--- src/rtl/mc_ctrl_pkg.sv ---
// Shared types and encodings for the multicycle MIPS control unit.
// Holds the state enum, the opcodes and the datapath select codes.
package mc_ctrl_pkg;

    typedef enum logic [3:0] {
        S_FETCH  = 4'd0,
        S_DECODE = 4'd1,
        S_MEMADR = 4'd2,
        S_MEMRD  = 4'd3,
        S_MEMWB  = 4'd4,
        S_MEMWR  = 4'd5,
        S_EXEC   = 4'd6,
        S_ALUWB  = 4'd7,
        S_BEQ    = 4'd8,
        S_BNE    = 4'd9,
        S_IMMEX  = 4'd10,
        S_IMMWB  = 4'd11,
        S_JUMP   = 4'd12,
        S_JAL    = 4'd13
    } mc_state_t;

    localparam logic [5:0] OP_LW    = 6'b100011;
    localparam logic [5:0] OP_SW    = 6'b101011;
    localparam logic [5:0] OP_RTYPE = 6'b000000;
    localparam logic [5:0] OP_BEQ   = 6'b000100;
    localparam logic [5:0] OP_BNE   = 6'b000101;
    localparam logic [5:0] OP_ADDI  = 6'b001000;
    localparam logic [5:0] OP_ANDI  = 6'b001100;
    localparam logic [5:0] OP_ORI   = 6'b001101;
    localparam logic [5:0] OP_SLTI  = 6'b001010;
    localparam logic [5:0] OP_J     = 6'b000010;
    localparam logic [5:0] OP_JAL   = 6'b000011;

    localparam logic [2:0] ALU_ADD   = 3'b000;
    localparam logic [2:0] ALU_SUB   = 3'b001;
    localparam logic [2:0] ALU_FUNCT = 3'b010;
    localparam logic [2:0] ALU_AND   = 3'b011;
    localparam logic [2:0] ALU_OR    = 3'b100;
    localparam logic [2:0] ALU_SLT   = 3'b101;

    localparam logic [1:0] REGDST_RT = 2'b00;
    localparam logic [1:0] REGDST_RD = 2'b01;
    localparam logic [1:0] REGDST_RA = 2'b10;

    localparam logic [1:0] SRCB_REG   = 2'b00;
    localparam logic [1:0] SRCB_FOUR  = 2'b01;
    localparam logic [1:0] SRCB_IMM   = 2'b10;
    localparam logic [1:0] SRCB_IMMSH = 2'b11;

    localparam logic [1:0] PCSRC_ALU    = 2'b00;
    localparam logic [1:0] PCSRC_ALUOUT = 2'b01;
    localparam logic [1:0] PCSRC_JUMP   = 2'b10;

endpackage

--- src/rtl/mc_op_decode.sv ---
// Combinational opcode decoder: dispatch target out of DECODE, the ALU op and
// zero-extend flag for immediate instructions, and the illegal-opcode flag.
module mc_op_decode
    import mc_ctrl_pkg::*;
#(
    parameter int OP_W = 6
) (
    input  logic [OP_W-1:0] op_i,
    output mc_state_t       dispatch_o,
    output logic [2:0]      imm_aluop_o,
    output logic            imm_zext_o,
    output logic            mem_is_load_o,
    output logic            illegal_o
);

    always_comb begin
        dispatch_o    = S_FETCH;
        imm_aluop_o   = ALU_ADD;
        imm_zext_o    = 1'b0;
        illegal_o     = 1'b0;
        mem_is_load_o = (op_i == OP_W'(OP_LW));
        case (op_i)
            OP_W'(OP_LW),
            OP_W'(OP_SW):    dispatch_o = S_MEMADR;
            OP_W'(OP_RTYPE): dispatch_o = S_EXEC;
            OP_W'(OP_BEQ):   dispatch_o = S_BEQ;
            OP_W'(OP_BNE):   dispatch_o = S_BNE;
            OP_W'(OP_ADDI):  dispatch_o = S_IMMEX;
            OP_W'(OP_ANDI): begin
                dispatch_o  = S_IMMEX;
                imm_aluop_o = ALU_AND;
                imm_zext_o  = 1'b1;
            end
            OP_W'(OP_ORI): begin
                dispatch_o  = S_IMMEX;
                imm_aluop_o = ALU_OR;
                imm_zext_o  = 1'b1;
            end
            OP_W'(OP_SLTI): begin
                dispatch_o  = S_IMMEX;
                imm_aluop_o = ALU_SLT;
            end
            OP_W'(OP_J):     dispatch_o = S_JUMP;
            OP_W'(OP_JAL):   dispatch_o = S_JAL;
            default:         illegal_o  = 1'b1;
        endcase
    end

endmodule

--- src/rtl/mc_control_fsm.sv ---
// Multicycle MIPS control FSM: sequences fetch/decode/execute/memory/writeback
// and drives every datapath select and write enable from the current state.
module mc_control_fsm
    import mc_ctrl_pkg::*;
#(
    parameter int OP_W    = 6,
    parameter int ALUOP_W = 3,
    parameter bit WAIT_EN = 1'b1
) (
    input  logic               clk,
    input  logic               rst,
    input  logic [OP_W-1:0]    op,
    input  logic               mem_ready,
    output logic               MemWrite,
    output logic               MemRead,
    output logic               IRWrite,
    output logic               MemToReg,
    output logic               RegWrite,
    output logic               ALUSrcA,
    output logic               BeQ,
    output logic               BnE,
    output logic               PCWrite,
    output logic               ImmZext,
    output logic [1:0]         RegDst,
    output logic [1:0]         ALUSrcB,
    output logic [1:0]         PCSrc,
    output logic [ALUOP_W-1:0] ALUop,
    output logic               illegal_op,
    output logic [3:0]         state_o
);

    mc_state_t  state_q;
    mc_state_t  state_d;
    mc_state_t  dec_dispatch;
    logic [2:0] dec_imm_aluop;
    logic [2:0] alu_sel;
    logic       dec_imm_zext;
    logic       dec_is_load;
    logic       dec_illegal;
    logic       mem_rdy;

    mc_op_decode #(.OP_W(OP_W)) u_decode (
        .op_i          (op),
        .dispatch_o    (dec_dispatch),
        .imm_aluop_o   (dec_imm_aluop),
        .imm_zext_o    (dec_imm_zext),
        .mem_is_load_o (dec_is_load),
        .illegal_o     (dec_illegal)
    );

    assign mem_rdy = !WAIT_EN || mem_ready;
    assign state_o = state_q;

    always_ff @(posedge clk or negedge rst) begin
        if (!rst) begin
            state_q <= S_FETCH;
        end else begin
            state_q <= state_d;
        end
    end

    always_comb begin
        state_d    = S_FETCH;
        MemWrite   = 1'b0;
        MemRead    = 1'b0;
        IRWrite    = 1'b0;
        MemToReg   = 1'b0;
        RegWrite   = 1'b0;
        ALUSrcA    = 1'b0;
        BeQ        = 1'b0;
        BnE        = 1'b0;
        PCWrite    = 1'b0;
        ImmZext    = 1'b0;
        RegDst     = REGDST_RT;
        ALUSrcB    = SRCB_REG;
        PCSrc      = PCSRC_ALU;
        alu_sel    = ALU_ADD;
        illegal_op = 1'b0;
        case (state_q)
            S_FETCH: begin
                MemRead = 1'b1;
                ALUSrcB = SRCB_FOUR;
                IRWrite = mem_rdy;
                PCWrite = mem_rdy;
                state_d = mem_rdy ? S_DECODE : S_FETCH;
            end
            S_DECODE: begin
                ALUSrcB    = SRCB_IMMSH;
                illegal_op = dec_illegal;
                state_d    = dec_dispatch;
            end
            S_MEMADR: begin
                ALUSrcA = 1'b1;
                ALUSrcB = SRCB_IMM;
                state_d = dec_is_load ? S_MEMRD : S_MEMWR;
            end
            S_MEMRD: begin
                MemRead = 1'b1;
                state_d = mem_rdy ? S_MEMWB : S_MEMRD;
            end
            S_MEMWB: begin
                MemToReg = 1'b1;
                RegWrite = 1'b1;
            end
            S_MEMWR: begin
                MemWrite = 1'b1;
                state_d  = mem_rdy ? S_FETCH : S_MEMWR;
            end
            S_EXEC: begin
                ALUSrcA = 1'b1;
                alu_sel = ALU_FUNCT;
                state_d = S_ALUWB;
            end
            S_ALUWB: begin
                RegDst   = REGDST_RD;
                RegWrite = 1'b1;
            end
            S_BEQ, S_BNE: begin
                ALUSrcA = 1'b1;
                alu_sel = ALU_SUB;
                PCSrc   = PCSRC_ALUOUT;
                BeQ     = (state_q == S_BEQ);
                BnE     = (state_q == S_BNE);
            end
            S_IMMEX: begin
                ALUSrcA = 1'b1;
                ALUSrcB = SRCB_IMM;
                alu_sel = dec_imm_aluop;
                ImmZext = dec_imm_zext;
                state_d = S_IMMWB;
            end
            S_IMMWB: begin
                RegWrite = 1'b1;
                ImmZext  = dec_imm_zext;
            end
            S_JUMP: begin
                PCSrc   = PCSRC_JUMP;
                PCWrite = 1'b1;
            end
            S_JAL: begin
                PCSrc    = PCSRC_JUMP;
                PCWrite  = 1'b1;
                RegDst   = REGDST_RA;
                RegWrite = 1'b1;
            end
            default: state_d = S_FETCH;
        endcase
        // Reset holds FETCH but must not leak its read strobe or ready-gated writes.
        if (!rst) begin
            MemWrite   = 1'b0;
            MemRead    = 1'b0;
            IRWrite    = 1'b0;
            MemToReg   = 1'b0;
            RegWrite   = 1'b0;
            ALUSrcA    = 1'b0;
            BeQ        = 1'b0;
            BnE        = 1'b0;
            PCWrite    = 1'b0;
            ImmZext    = 1'b0;
            RegDst     = REGDST_RT;
            ALUSrcB    = SRCB_REG;
            PCSrc      = PCSRC_ALU;
            alu_sel    = ALU_ADD;
            illegal_op = 1'b0;
        end
        ALUop = ALUOP_W'(alu_sel);
    end

endmodule

--- config.mk ---
export PLATFORM = sky130hd
export DESIGN_NAME = mc_control_fsm
export DESIGN_NICKNAME = d
export VERILOG_FILES = /design/src/rtl/mc_ctrl_pkg.sv /design/src/rtl/mc_op_decode.sv /design/src/rtl/mc_control_fsm.sv
export SDC_FILE = /design/constraint.sdc
export NUM_CORES = 1
export LEC_CHECK = 0
export CAP_MARGIN = 0
export CORE_MARGIN = 2
export CORE_UTILIZATION = 36
export DETAILED_ROUTE_END_ITERATION = 7
export GPL_TIMING_DRIVEN = 1
export PLACE_DENSITY = 0.75
export SYNTH_ARGS = -nofsm -noshare
export SYNTH_HDL_FRONTEND = slang
export SYNTH_SLANG_ARGS = --single-unit
--- constraint.sdc ---
create_clock -name clk -period 1.3 [get_ports clk]
set_input_delay 0.13 -clock clk [delete_from_list [all_inputs] [get_ports clk]]
set_output_delay 0.13 -clock clk [all_outputs]
set_load 0.005 [all_outputs]
==> metrics.md, run 1 <==
| Metric | Value |
|---|---|
| Die X | around 47 µm |
| Status | stopped before the end |
| Clock tree root driver cell | clkbuf_4 |
| Avg Cell Area, Syn | around 6.7 µm² |
| CTS resizes | ~180 |
| Ys Warns | 0 |
| RePlAce Congestion | just under 0.9 |
| Ranking of synthesized cells by area | dfrtp_1 (15%), nand2_1 (6.7%), nor2_1 (6.7%), nor3b_1 (6.7%), a211oi_1 (5.6%) |
| I/O pins | 33 |
| Placed inst area | about 0.0012 mm² |
| Commonest cells post-synth | nand2_1 (12), nor2_1 (12), o21ai_0 (7) |
| Chip height | around 47 µm |
| FFs w/ async S/R, synth | 100.0% |
| # Post-CTS Setup Buffers | 30 |
| CTS Sinks | 4 |
| Post-Place Cells | approximately 180 |
| Synth top area share | 14.84% |
| Top_reg_cell synth | dfrtp_1 |
| Port bufs | 32 |
| Area leader, netlist | dfrtp_1 |
| # hold bufs at CTS | 0 |
| Hpwl dp | 2105 µm |
| Stop err | [ERROR DPL-0033] detailed placement checks failed during check placement. |
| Failed at | clock tree synthesis (4_1_cts) |
| Syn Std Cell Area | ~670 µm² |
| Initial Util | 38.64% |
| Post-synth EDFFs | 0 |
| CTS H-tree depth | 1 |
| Worst-case clock buffer depth | 2 |
| CTS Buf Count | 3 |
| Unique masters post-synth | 36 |
| Syn nets | 109 |
| Sequential area share after synthesis | between 10% and 20% |
| Number of cell rows | 15 |
| #FFs+latches synth | 4 |
| Synthesized instance count | 100 |
-- metrics by stage --
stage,utilization [%],worst slack (ns)
2_1_floorplan,-,0.02778
3_5_place_dp,71.47,-0.7514
3_3_place_gp,71.47,-0.6895
-- cell families after synthesis --
logic type,share of synthesized area (%)
AO/OA/AOI/OAI,23.75
XOR/XNOR,1.299
buffers and inverters,9.832
flip-flops,14.84
AND/OR/NAND/NOR,50.28
==> run 2, diff against run 1 <==
--- a/config.mk
+++ b/config.mk
@@ -6,11 +6,11 @@
 export NUM_CORES = 1
 export LEC_CHECK = 0
 export CAP_MARGIN = 0
-export CORE_MARGIN = 2
-export CORE_UTILIZATION = 36
+export CORE_AREA = 2 2 63 65
 export DETAILED_ROUTE_END_ITERATION = 7
+export DIE_AREA = 0 0 65 67
 export GPL_TIMING_DRIVEN = 1
-export PLACE_DENSITY = 0.75
+export PLACE_DENSITY_LB_ADDON = 0.15
 export SYNTH_ARGS = -nofsm -noshare
 export SYNTH_HDL_FRONTEND = slang
 export SYNTH_SLANG_ARGS = --single-unit
==> constraint.sdc (replaced) <==
create_clock -name clk -period 1.7 [get_ports clk]
set_input_delay 0.17 -clock clk [delete_from_list [all_inputs] [get_ports clk]]
set_output_delay 0.17 -clock clk [all_outputs]
set_load 0.005 [all_outputs]
==> metrics.md, run 2 <==
| Metric | Value |
|---|---|
| # hold bufs at CTS | 0 (unchanged) |
| R2R cell count | 7 |
| Least-Margin Pin Slew | 0.2733 ns |
| Wire per inst | roughly 13 µm |
| RePlAce Congestion | 0.7844 (-9.6%) |
| Syn nets | 109 (unchanged) |
| Syn Std Cell Area | 674.4 µm² (unchanged) |
| Vias per cell | 4.690 |
| FFs w/ async S/R, synth | 100.0% (unchanged) |
| Vias in the first global route | around 1000 |
| Leak | roughly 0.68 nW |
| #FFs+latches synth | 4 (unchanged) |
| CTS tree | done |
| Die area | 0.004355 mm² |
| Initial antenna violation count | 0 |
| Clock transition at path regs | 0.03 ns |
| Finished Layout Cells | between 200 and 250 |
| MaxCap Viol Count | 0 |
| R2R setup slack | ~0.14 ns |
| Nets | ~180 |
| Worst slew margin | roughly 82% |
| Ranking of synthesized cells by area | dfrtp_1 (15%), nand2_1 (6.7%), nor2_1 (6.7%), nor3b_1 (6.7%), a211oi_1 (5.6%) |
| Startpoint types | flip-flop |
| I/O pins | 33 (unchanged) |
| Avg Cell Area, Syn | 6.744 µm² (unchanged) |
| Routed via count | slightly above 1000 |
| Hpwl dp | 2236 µm (+6.2%) |
| Final period util | between 90% and 100% |
| Post-synth EDFFs | 0 (unchanged) |
| Chip height | 67 µm (+42%) |
| First-pass GRT wire length | around 4600 µm |
| Ant diodes | 0 |
| Die X | 65 µm (+37%) |
| Peak VDD IR | around 0.26 mV |
| Worst hold path class | primary input to async pin |
| Syn-to-layout area delta | 116.3% |
| Multi-input logic area | 616.8 µm² |
| Clock Skew | 0.004762 ns |
| Critical path capture point type | output pin |
| Total grt overflow | 0 |
| RR Endpoint | state_o[0]$_DFF_PN0_ |
| WL final | 2885 µm |
| Final hold slack | 0.1360 ns |
| Status | complete, no violations |
| CTS Sinks | 4 (unchanged) |
| CTS Buf Count | 3 (unchanged) |
| Slew Viols, Final | 0 |
| Most common cell after layout, fill and taps aside | buf_4 |
| Pre-antenna DRT Iters | 4 |
| Unique masters post-synth | 36 (unchanged) |
| Clock tree root driver cell | clkbuf_8 |
| Core Area | roughly 0.0036 mm² |
| RSZ-0062 raised after global routing | true |
| Critical Path Fanout Max | 5 |
| Synth top area share | 14.84% (unchanged) |
| Port bufs | 32 (unchanged) |
| R2r startpoint | state_o[1]$_DFF_PN0_ |
| Commonest cells post-synth | nand2_1 (12), nor2_1 (12), o21ai_0 (7) |
| Setup violators final | 0 |
| Ys Warns | 0 (unchanged) |
| Commonest cells after routing, fill and taps aside | buf_4 (35), dlygate4sd2_1 (18), nor2_1 (11) |
| Post-Place Cells | 206 (+12%) |
| Fillcell total | 396 |
| Worst-case clock buffer depth | 2 (unchanged) |
| Hold Vio Cnt, Final | 0 |
| Crit path DAT | around 1.5 ns |
| DRT antenna net count | 0 |
| CTS H-tree depth | 1 (unchanged) |
| Clock Latency Late Sink | 0.22 ns |
| Layout cell share with drive strength beyond 1 | between 40% and 50% |
| Initial DRC count | 21 |
| Gr usage total | a little over an eighth |
| # DRC | 0 |
| Top_reg_cell synth | dfrtp_1 |
| Pwr per Cell Area | roughly 770 mW/mm² |
| Sequential area share after synthesis | 14.84% (unchanged) |
| Max FFs per register | 4 |
| Storage cell area | 102.6 µm² |
| Area leader, netlist | dfrtp_1 |
| Fin crit period | between 1.5 and 2 ns |
| Largest net degree at the start of global routing | 15 |
| Setup TNS Final | 0 ns |
| Initial Util | 18.70% (-20 points) |
| WP data required | roughly 1.5 ns |
| Number of cell rows | 22 (+7) |
| Critical path type | flip-flop to output pin |
| Synthesized instance count | 100 (unchanged) |
| F_max | between 600 and 700 MHz |
[run 2: cell counts after synthesis]
Identical to the previous run, type by type.
[run 2: final cells by class]
class	count	area share [%]
tap	48	4.117
clock buffer	3	2.830
sequential	4	7.033
multi-input combinational	85	42.28
timing repair buffer	75	43.48
inverter	1	0.2573
[run 2: timing repair]
| action | CTS | global route |
|---|---|---|
| pin swaps | 10 | 9 |
| hold endpoints to repair | 0 | 0 |
| gates resized for setup | 65 | 20 |
| setup buffers | 8 | 0 |
| gates cloned | 0 | 0 |
| endpoints found under the setup margin | 20 | 12 |
[run 2: worst max path at each step]
stage                     cells after the start                 start  slack (ns)         end
after floorplan                               5  state_o[3]$_DFF_PN0_        0.34    ALUop[2]
after global routing                          6  state_o[2]$_DFF_PN0_       -0.04    ALUop[2]
after CTS                                     5  state_o[2]$_DFF_PN0_       -0.06     PCWrite
after global placement                        5                 op[3]       -0.44     ImmZext
final                                         6  state_o[3]$_DFF_PN0_        0.06    ALUop[0]
after detailed placement                      5                 op[1]       -0.41  illegal_op
[run 2: kinds of logic after synthesis]
| logic type | count (synthesis) | synth area share (%) |
|---|---|---|
| XOR/XNOR | 1 | 1.299 |
| AO/OA/AOI/OAI | 23 | 23.75 |
| buffers and inverters | 11 | 9.832 |
| AND/OR/NAND/NOR | 61 | 50.28 |
| flip-flops | 4 | 14.84 |
[run 2: through the flow]
step	power, W	worst slack (ns)	utilization [%]	area [µm²]
floorplan	0.0004157	0.3361	-	674.4
global placement	0.0008104	-0.4383	35.01	1262
detailed placement	0.0008086	-0.4109	35.01	1262
CTS	0.001082	-0.06060	39.21	1414
global route	0.001210	-0.04305	40.46	1459
finish	0.001121	0.05788	40.46	1459
[run 2: metal layers]
| layer | global-route usage, % | part of all wire (%) |
|---|---|---|
| met5 | 0 | 0 |
| met4 | 2.394 | 0 |
| met3 | 1.520 | 5.0 |
| met2 | 26.16 | 52 |
| met1 | 15.64 | 43 |
[run 2: report_power, final]
part	internal, W	leakage [nW]	switching (W)
registers	0.000119	0.0506	0.0000182
logic	0.000423	0.605	0.000361
clock network	0.000151	0.0216	0.0000476
total	0.000693	0.677	0.000427
[run 2: critical path, stage by stage (launching register included)]
cell	delay, ns
dfrtp_2	0.43
and2b_2	0.23
nand2_2	0.09
nor4_2	0.04
buf_4	0.14
a31o_4	0.22
buf_6	0.11
No activity file was read; power rests on OpenSTA's default activity.
